==> config.mk <==
export PLATFORM = sky130hd
export DESIGN_NAME = muldiv_unit
export DESIGN_NICKNAME = d
export VERILOG_FILES = /design/src/rtl/execute_pkg.sv /design/src/rtl/muldiv_div_core.sv /design/src/rtl/muldiv_unit.sv
export SDC_FILE = /design/constraint.sdc
export NUM_CORES = 2
export LEC_CHECK = 0
export BUFFER_PORTS_ARGS = -buffer_cell sky130_fd_sc_hd__buf_4
export CAP_MARGIN = 10
export CORE_AREA = 2 2 319 321
export DETAILED_ROUTE_END_ITERATION = 16
export DIE_AREA = 0 0 321 323
export PLACE_DENSITY_LB_ADDON = 0.05
export REMOVE_ABC_BUFFERS = 1
export SYNTH_ARGS = -nofsm -noshare
export SYNTH_HDL_FRONTEND = slang
export SYNTH_SLANG_ARGS = --single-unit
==> constraint.sdc <==
create_clock -name clk -period 28.9 [get_ports clk]
set_clock_uncertainty 0.2 [all_clocks]
set_input_delay 5.78 -clock clk [delete_from_list [all_inputs] [get_ports clk]]
set_output_delay 5.78 -clock clk [all_outputs]
set_load 0.02 [all_outputs]
==> src/rtl/execute_pkg.sv <==
// Execute-stage shared types: multiply/divide opcodes, muldiv FSM states and opcode decode helpers.
package execute_pkg;

    typedef enum logic [1:0] {
        OP_MULT  = 2'd0,
        OP_MULTU = 2'd1,
        OP_DIV   = 2'd2,
        OP_DIVU  = 2'd3
    } muldiv_op_t;

    typedef enum logic [1:0] {
        IDLE = 2'd0,
        MUL  = 2'd1,
        DIV  = 2'd2,
        DONE = 2'd3
    } muldiv_state_t;

    function automatic logic op_is_div(input muldiv_op_t op);
        return (op == OP_DIV) || (op == OP_DIVU);
    endfunction

    function automatic logic op_is_signed(input muldiv_op_t op);
        return (op == OP_MULT) || (op == OP_DIV);
    endfunction

endpackage

==> src/rtl/muldiv_div_core.sv <==
// Unsigned 1-bit/cycle restoring divider; the first iteration runs on the start edge,
// so done pulses WIDTH-1 cycles after start with raw quotient/remainder.
module muldiv_div_core #(
    parameter int unsigned WIDTH = 32
) (
    input  logic             clk,
    input  logic             resetn,
    input  logic             clear_i,
    input  logic             start_i,
    input  logic [WIDTH-1:0] dividend_i,
    input  logic [WIDTH-1:0] divisor_i,
    output logic             done_o,
    output logic [WIDTH-1:0] quotient_o,
    output logic [WIDTH-1:0] remainder_o
);

    localparam int unsigned CNT_W = $clog2(WIDTH) + 1;

    logic [CNT_W-1:0] cnt_q, cnt_d;
    logic             active_q, active_d;
    logic             done_q, done_d;
    logic [WIDTH-1:0] rem_q, rem_d;
    logic [WIDTH-1:0] quo_q, quo_d;
    logic [WIDTH-1:0] div_q, div_d;

    logic [WIDTH-1:0] src_rem, src_quo, src_div;
    logic [WIDTH:0]   shifted, diff;
    logic             step_ok;

    // Dividend bits shift out of quo while quotient bits shift in behind them.
    always_comb begin
        src_rem  = start_i ? '0 : rem_q;
        src_quo  = start_i ? dividend_i : quo_q;
        src_div  = start_i ? divisor_i : div_q;
        shifted  = {src_rem, src_quo[WIDTH-1]};
        diff     = shifted - {1'b0, src_div};
        step_ok  = (shifted >= {1'b0, src_div});

        rem_d    = rem_q;
        quo_d    = quo_q;
        div_d    = div_q;
        cnt_d    = cnt_q;
        active_d = active_q;
        done_d   = 1'b0;

        if (clear_i) begin
            active_d = 1'b0;
            cnt_d    = '0;
        end else if (start_i || active_q) begin
            rem_d = step_ok ? diff[WIDTH-1:0] : shifted[WIDTH-1:0];
            quo_d = {src_quo[WIDTH-2:0], step_ok};
            div_d = src_div;
            cnt_d = start_i ? CNT_W'(1) : cnt_q + CNT_W'(1);
            if (cnt_d == CNT_W'(WIDTH)) begin
                active_d = 1'b0;
                done_d   = 1'b1;
            end else begin
                active_d = 1'b1;
            end
        end
    end

    always_ff @(posedge clk) begin
        if (!resetn) begin
            cnt_q    <= '0;
            active_q <= 1'b0;
            done_q   <= 1'b0;
            rem_q    <= '0;
            quo_q    <= '0;
            div_q    <= '0;
        end else begin
            cnt_q    <= cnt_d;
            active_q <= active_d;
            done_q   <= done_d;
            rem_q    <= rem_d;
            quo_q    <= quo_d;
            div_q    <= div_d;
        end
    end

    assign done_o      = done_q;
    assign quotient_o  = quo_q;
    assign remainder_o = rem_q;

endmodule

==> src/rtl/muldiv_unit.sv <==
// Execute-stage multiply/divide unit: MULT/MULTU through a delay chain, DIV/DIVU through
// the restoring core, with valid/ready handshakes and flush abort.
module muldiv_unit
    import execute_pkg::*;
#(
    parameter int unsigned WIDTH       = 32,
    parameter int unsigned MULT_STAGES = 3
) (
    input  logic             clk,
    input  logic             resetn,
    input  logic             flush,
    input  logic             req_valid,
    output logic             req_ready,
    input  logic [1:0]       req_op,
    input  logic [WIDTH-1:0] req_a,
    input  logic [WIDTH-1:0] req_b,
    output logic             resp_valid,
    input  logic             resp_ready,
    output logic [WIDTH-1:0] hi,
    output logic [WIDTH-1:0] lo,
    output logic             busy
);

    localparam int unsigned PW       = 2 * WIDTH;
    localparam int unsigned CHAIN    = (MULT_STAGES > 1) ? MULT_STAGES - 1 : 1;
    localparam int unsigned MCNT_W   = $clog2(MULT_STAGES + 1);
    localparam int unsigned MUL_LAST = (MULT_STAGES > 1) ? MULT_STAGES - 2 : 0;

    function automatic logic [PW-1:0] mul_full(input logic sgn,
                                               input logic [WIDTH-1:0] a,
                                               input logic [WIDTH-1:0] b);
        logic signed [PW+1:0] ea, eb;
        ea = (PW+2)'($signed({sgn & a[WIDTH-1], a}));
        eb = (PW+2)'($signed({sgn & b[WIDTH-1], b}));
        return PW'(ea * eb);
    endfunction

    function automatic logic [WIDTH-1:0] mag(input logic sgn, input logic [WIDTH-1:0] x);
        return (sgn && x[WIDTH-1]) ? -x : x;
    endfunction

    muldiv_state_t    state_q, state_d, launch_state;
    muldiv_op_t       op_c;
    logic [WIDTH-1:0] hi_q, hi_d, lo_q, lo_d;
    logic [MCNT_W-1:0] mcnt_q, mcnt_d;
    logic             neg_quo_q, neg_quo_d, neg_rem_q, neg_rem_d;
    logic             resp_valid_q, busy_q;
    logic [PW-1:0]    chain_q [CHAIN];
    logic [PW-1:0]    prod_c, mul_tail_c;
    logic             accept_c, sgn_c, b_zero_c, take_launch, launch_load;
    logic [WIDTH-1:0] launch_hi, launch_lo;
    logic             core_start_c, core_done;
    logic [WIDTH-1:0] core_quo, core_rem, quo_fix_c, rem_fix_c;

    assign op_c      = muldiv_op_t'(req_op);
    assign sgn_c     = op_is_signed(op_c);
    assign b_zero_c  = (req_b == '0);
    assign req_ready = ~flush & ((state_q == IDLE) | ((state_q == DONE) & resp_ready));
    assign accept_c  = req_valid & req_ready;
    assign prod_c    = mul_full(sgn_c, req_a, req_b);

    assign core_start_c = accept_c & op_is_div(op_c) & ~b_zero_c;

    muldiv_div_core #(.WIDTH(WIDTH)) u_div_core (
        .clk         (clk),
        .resetn      (resetn),
        .clear_i     (flush),
        .start_i     (core_start_c),
        .dividend_i  (mag(sgn_c, req_a)),
        .divisor_i   (mag(sgn_c, req_b)),
        .done_o      (core_done),
        .quotient_o  (core_quo),
        .remainder_o (core_rem)
    );

    assign quo_fix_c = neg_quo_q ? -core_quo : core_quo;
    assign rem_fix_c = neg_rem_q ? -core_rem : core_rem;

    // Product is captured on accept and only shifted afterwards; its tail feeds hi/lo.
    always_ff @(posedge clk) begin
        if (accept_c) chain_q[0] <= prod_c;
        for (int unsigned i = 1; i < CHAIN; i++) chain_q[i] <= chain_q[i-1];
    end

    generate
        if (MULT_STAGES > 1) begin : g_tail_chain
            assign mul_tail_c = chain_q[CHAIN-1];
        end else begin : g_tail_direct
            assign mul_tail_c = prod_c;
        end
    endgenerate

    // Where an accepted request goes, and whether it completes on the accept edge.
    always_comb begin
        launch_state = MUL;
        launch_load  = 1'b0;
        launch_hi    = req_a;
        launch_lo    = '1;
        if (op_is_div(op_c)) begin
            if (b_zero_c) begin
                launch_state = DONE;
                launch_load  = 1'b1;
            end else begin
                launch_state = DIV;
            end
        end else if (MULT_STAGES == 1) begin
            launch_state = DONE;
            launch_load  = 1'b1;
            launch_hi    = prod_c[PW-1:WIDTH];
            launch_lo    = prod_c[WIDTH-1:0];
        end
    end

    always_comb begin
        state_d     = state_q;
        hi_d        = hi_q;
        lo_d        = lo_q;
        mcnt_d      = '0;
        neg_quo_d   = neg_quo_q;
        neg_rem_d   = neg_rem_q;
        take_launch = 1'b0;

        case (state_q)
            IDLE: take_launch = accept_c;
            MUL: begin
                if (mcnt_q == MCNT_W'(MUL_LAST)) begin
                    state_d = DONE;
                    hi_d    = mul_tail_c[PW-1:WIDTH];
                    lo_d    = mul_tail_c[WIDTH-1:0];
                end else begin
                    mcnt_d = mcnt_q + MCNT_W'(1);
                end
            end
            DIV: begin
                if (core_done) begin
                    state_d = DONE;
                    hi_d    = rem_fix_c;
                    lo_d    = quo_fix_c;
                end
            end
            DONE: begin
                if (resp_ready) begin
                    if (accept_c) take_launch = 1'b1;
                    else          state_d     = IDLE;
                end
            end
            default: state_d = IDLE;
        endcase

        if (take_launch) begin
            state_d   = launch_state;
            neg_quo_d = sgn_c & (req_a[WIDTH-1] ^ req_b[WIDTH-1]);
            neg_rem_d = sgn_c & req_a[WIDTH-1];
            if (launch_load) begin
                hi_d = launch_hi;
                lo_d = launch_lo;
            end
        end

        // Flush beats any same-cycle launch or completion; results keep their last value.
        if (flush) begin
            state_d = IDLE;
            hi_d    = hi_q;
            lo_d    = lo_q;
            mcnt_d  = '0;
        end
    end

    always_ff @(posedge clk) begin
        if (!resetn) begin
            state_q      <= IDLE;
            hi_q         <= '0;
            lo_q         <= '0;
            mcnt_q       <= '0;
            neg_quo_q    <= 1'b0;
            neg_rem_q    <= 1'b0;
            resp_valid_q <= 1'b0;
            busy_q       <= 1'b0;
        end else begin
            state_q      <= state_d;
            hi_q         <= hi_d;
            lo_q         <= lo_d;
            mcnt_q       <= mcnt_d;
            neg_quo_q    <= neg_quo_d;
            neg_rem_q    <= neg_rem_d;
            resp_valid_q <= (state_d == DONE);
            busy_q       <= (state_d != IDLE);
        end
    end

    assign hi         = hi_q;
    assign lo         = lo_q;
    assign resp_valid = resp_valid_q;
    assign busy       = busy_q;

endmodule

==> reports/summary.txt <==
Initial antenna violation count -> 5
RSZ-0062 raised after global routing -> no
Post-cts sizing count -> 0
Top cells by area, synth -> fa_1 42%, dfxtp_1 8.9%, inv_1 8.0%, ha_1 5.9%, nand2_1 5.5%
Final WL -> 160 mm
Post-synth top area share -> 41.9%
WP data required -> 29.01 ns
Fin. max-slew vios -> 0
CTS Root Cell -> clkbuf_16
Hold_ws -> 0.139 ns
Final setup TNS -> 0 ns
Antenna-violating nets left -> 0
Core area -> 101000 um^2
Vias per std cell -> 5.71
Area grow syn2layout -> 4.91%
Post-Synthesis Cells -> 6029
H-tree depth -> 2
Routed via count -> 41000
Setup violators final -> 0
FP Rows -> 117
Synth warnings -> 0
Critical Path Sink Type -> flip-flop
Global-route wire length before repair -> 252 mm
Final HPWL DP -> 121 mm
Worst skew pair latency -> 0.53 ns
Die area -> 104000 um^2
Nets -> 7303
Num CTS Buffers -> 34
Synth cell count leaders -> 1139 x inv_1, 1126 x fa_1, 788 x nand2_1
Post-synth EDFFs -> 64
Register area share after synthesis -> 12.5%
Worst min-delay path category -> reg -> reg
Post-Syn Area -> 53700 um^2
Buffers on Ports -> 137
DRC errors left -> 0
Finished Core Util -> 56.0%
Fin cells -> 7184
Upper clock frequency limit -> 0.0701 GHz
Worst path slowest cell -> fa_1
Initial Utilization -> 53.4%
Clk sinks -> 304
Die Wd -> 321 um
Worst-path clk slew -> 0.06 ns
Unique masters post-synth -> 78
Critical Path Most Common Cell -> fa_1
CP delay by family, top -> adder cells
Yosys top cell by area -> fa_1
CP Class -> in -> reg
Most common cell in the synthesized netlist -> inv_1
GPL Wtd Cong -> 0.923
Run status -> complete, no violations
DRT Pass-1 Iters -> 8
Pin count of the biggest net entering global routing -> 91
Crit path buf inv count -> 8
Vias in the first global route -> 42700
Post-route minimum period -> 14.27 ns
CP max FO -> 22
Post-synth ARST share -> 0%
Die Ht -> 323 um
Max cap viols -> 0
Setup Buffers After CTS -> 0
Slew @ Worst Pin -> 1.03 ns
Grt total ovfl -> 0
Arrival time worst endpoint -> 14.39 ns
Cts hold-fix bufs -> 0
Rel. slew slack -> 30.5%
Layout filler cell count -> 9446
I/O pin cnt -> 138
CTS Buffer Depth -> 3
Final Hold Viols -> 0
CTS tree -> built
CP max stage delay -> 1.07 ns
All-Layer GR Usage -> 31.7%
Share of cells above drive strength 1 -> 4.55%
1st-iter DRT viols -> 3205
WL per Instance -> 22.3 um
Primary FF master, synth -> dfxtp_1
Post-Syn Area per Cell -> 8.91 um^2
Startpoint types -> primary input
Synth Register Bits -> 304
Fin crit share -> 49.4%
Placed cell count -> 7124
cell usage in the layout, fill, tap and decap left out, drive strengths merged, types with 16 or more instances in the layout:
cell type and instances:
a211oi 62, a21o 45, a21oi 269, a221oi 19, a22o 20, a22oi 23, a31oi 23, and2 411
and3 20, buf 177, clkbuf 46, dfxtp 240, edfxtp 64, fa 1126, ha 255, inv 1141
nand2 788, nand2b 26, nand3 29, nor2 366, nor3 47, o211ai 27, o21ai 125, o31ai 23
o41ai 17, or3 16, or4 20, xnor2 125, xor2 98
stage by stage:
stage,worst slack [ns],instance area [um^2]
global placement,14.14,55300
CTS,14.60,56400
finish,14.63,56400
global route,13.99,56400
floorplan,14.42,52300
detailed placement,14.11,55300
registers in the layout (all words and copies together), names as in the netlist:
register                count
u_div_core.div_q           32
mcnt_q                      2
hi                         32
state_q                     2
u_div_core.quotient_o      32
u_div_core.active_q         1
busy                        1
u_div_core.done_o           1
u_div_core.cnt_q            6
u_div_core.remainder_o     32
neg_quo_q                   1
resp_valid                  1
lo                         32
chain_q                   128
neg_rem_q                   1
cells by family after synthesis:
| kind of cell | Yosys count | synth area share (%) |
|---|---|---|
| simple gates | 1796 | 15.5 |
| buf+inv | 1532 | 10.7 |
| fa+ha+maj | 1381 | 47.9 |
| compound gates | 768 | 9.26 |
| flops | 304 | 12.5 |
| xor+xnor | 223 | 3.63 |
| mux | 25 | 0.494 |
metal layers:
metal / share of wire, % / GRT usage [%]
met2: 46 / 50.8
met1: 44 / 45.6
met4: 3.0 / 9.02
met5: 0.014 / 0
met3: 7.0 / 3.95
final timing paths:
check / startpoint / to / slack, ns / cells past startpoint
max: req_op[0] / chain_q[0][63]$_DFFE_PP_ / 14.63 / 27
min: chain_q[0][7]$_DFFE_PP_ / chain_q[0][71]$_DFF_P_ / 0.14 / 0
max reg2reg: state_q[0]$_SDFF_PN0_ / u_div_core.remainder_o[30]$_SDFFE_PN0P_ / 22.26 / 20
min reg2reg: chain_q[0][7]$_DFFE_PP_ / chain_q[0][71]$_DFF_P_ / 0.14 / 0
final cells by class:
cell class                 instances  area [um^2]  share of cell area, %
multi-input combinational       4193        41300                   73.3
sequential                       304         6730                   11.9
inverter                        1141         4290                   7.60
tap                             1309         1640                   2.91
timing repair buffer             177         1330                   2.36
clock buffer                      46          937                   1.66
clock inverter                    13          139                  0.246
antenna                            1         2.50                0.00444
Power is left out: the tool's default activity adds up to more than one toggle a clock period on the data nets, which glitch-free logic cannot reach.
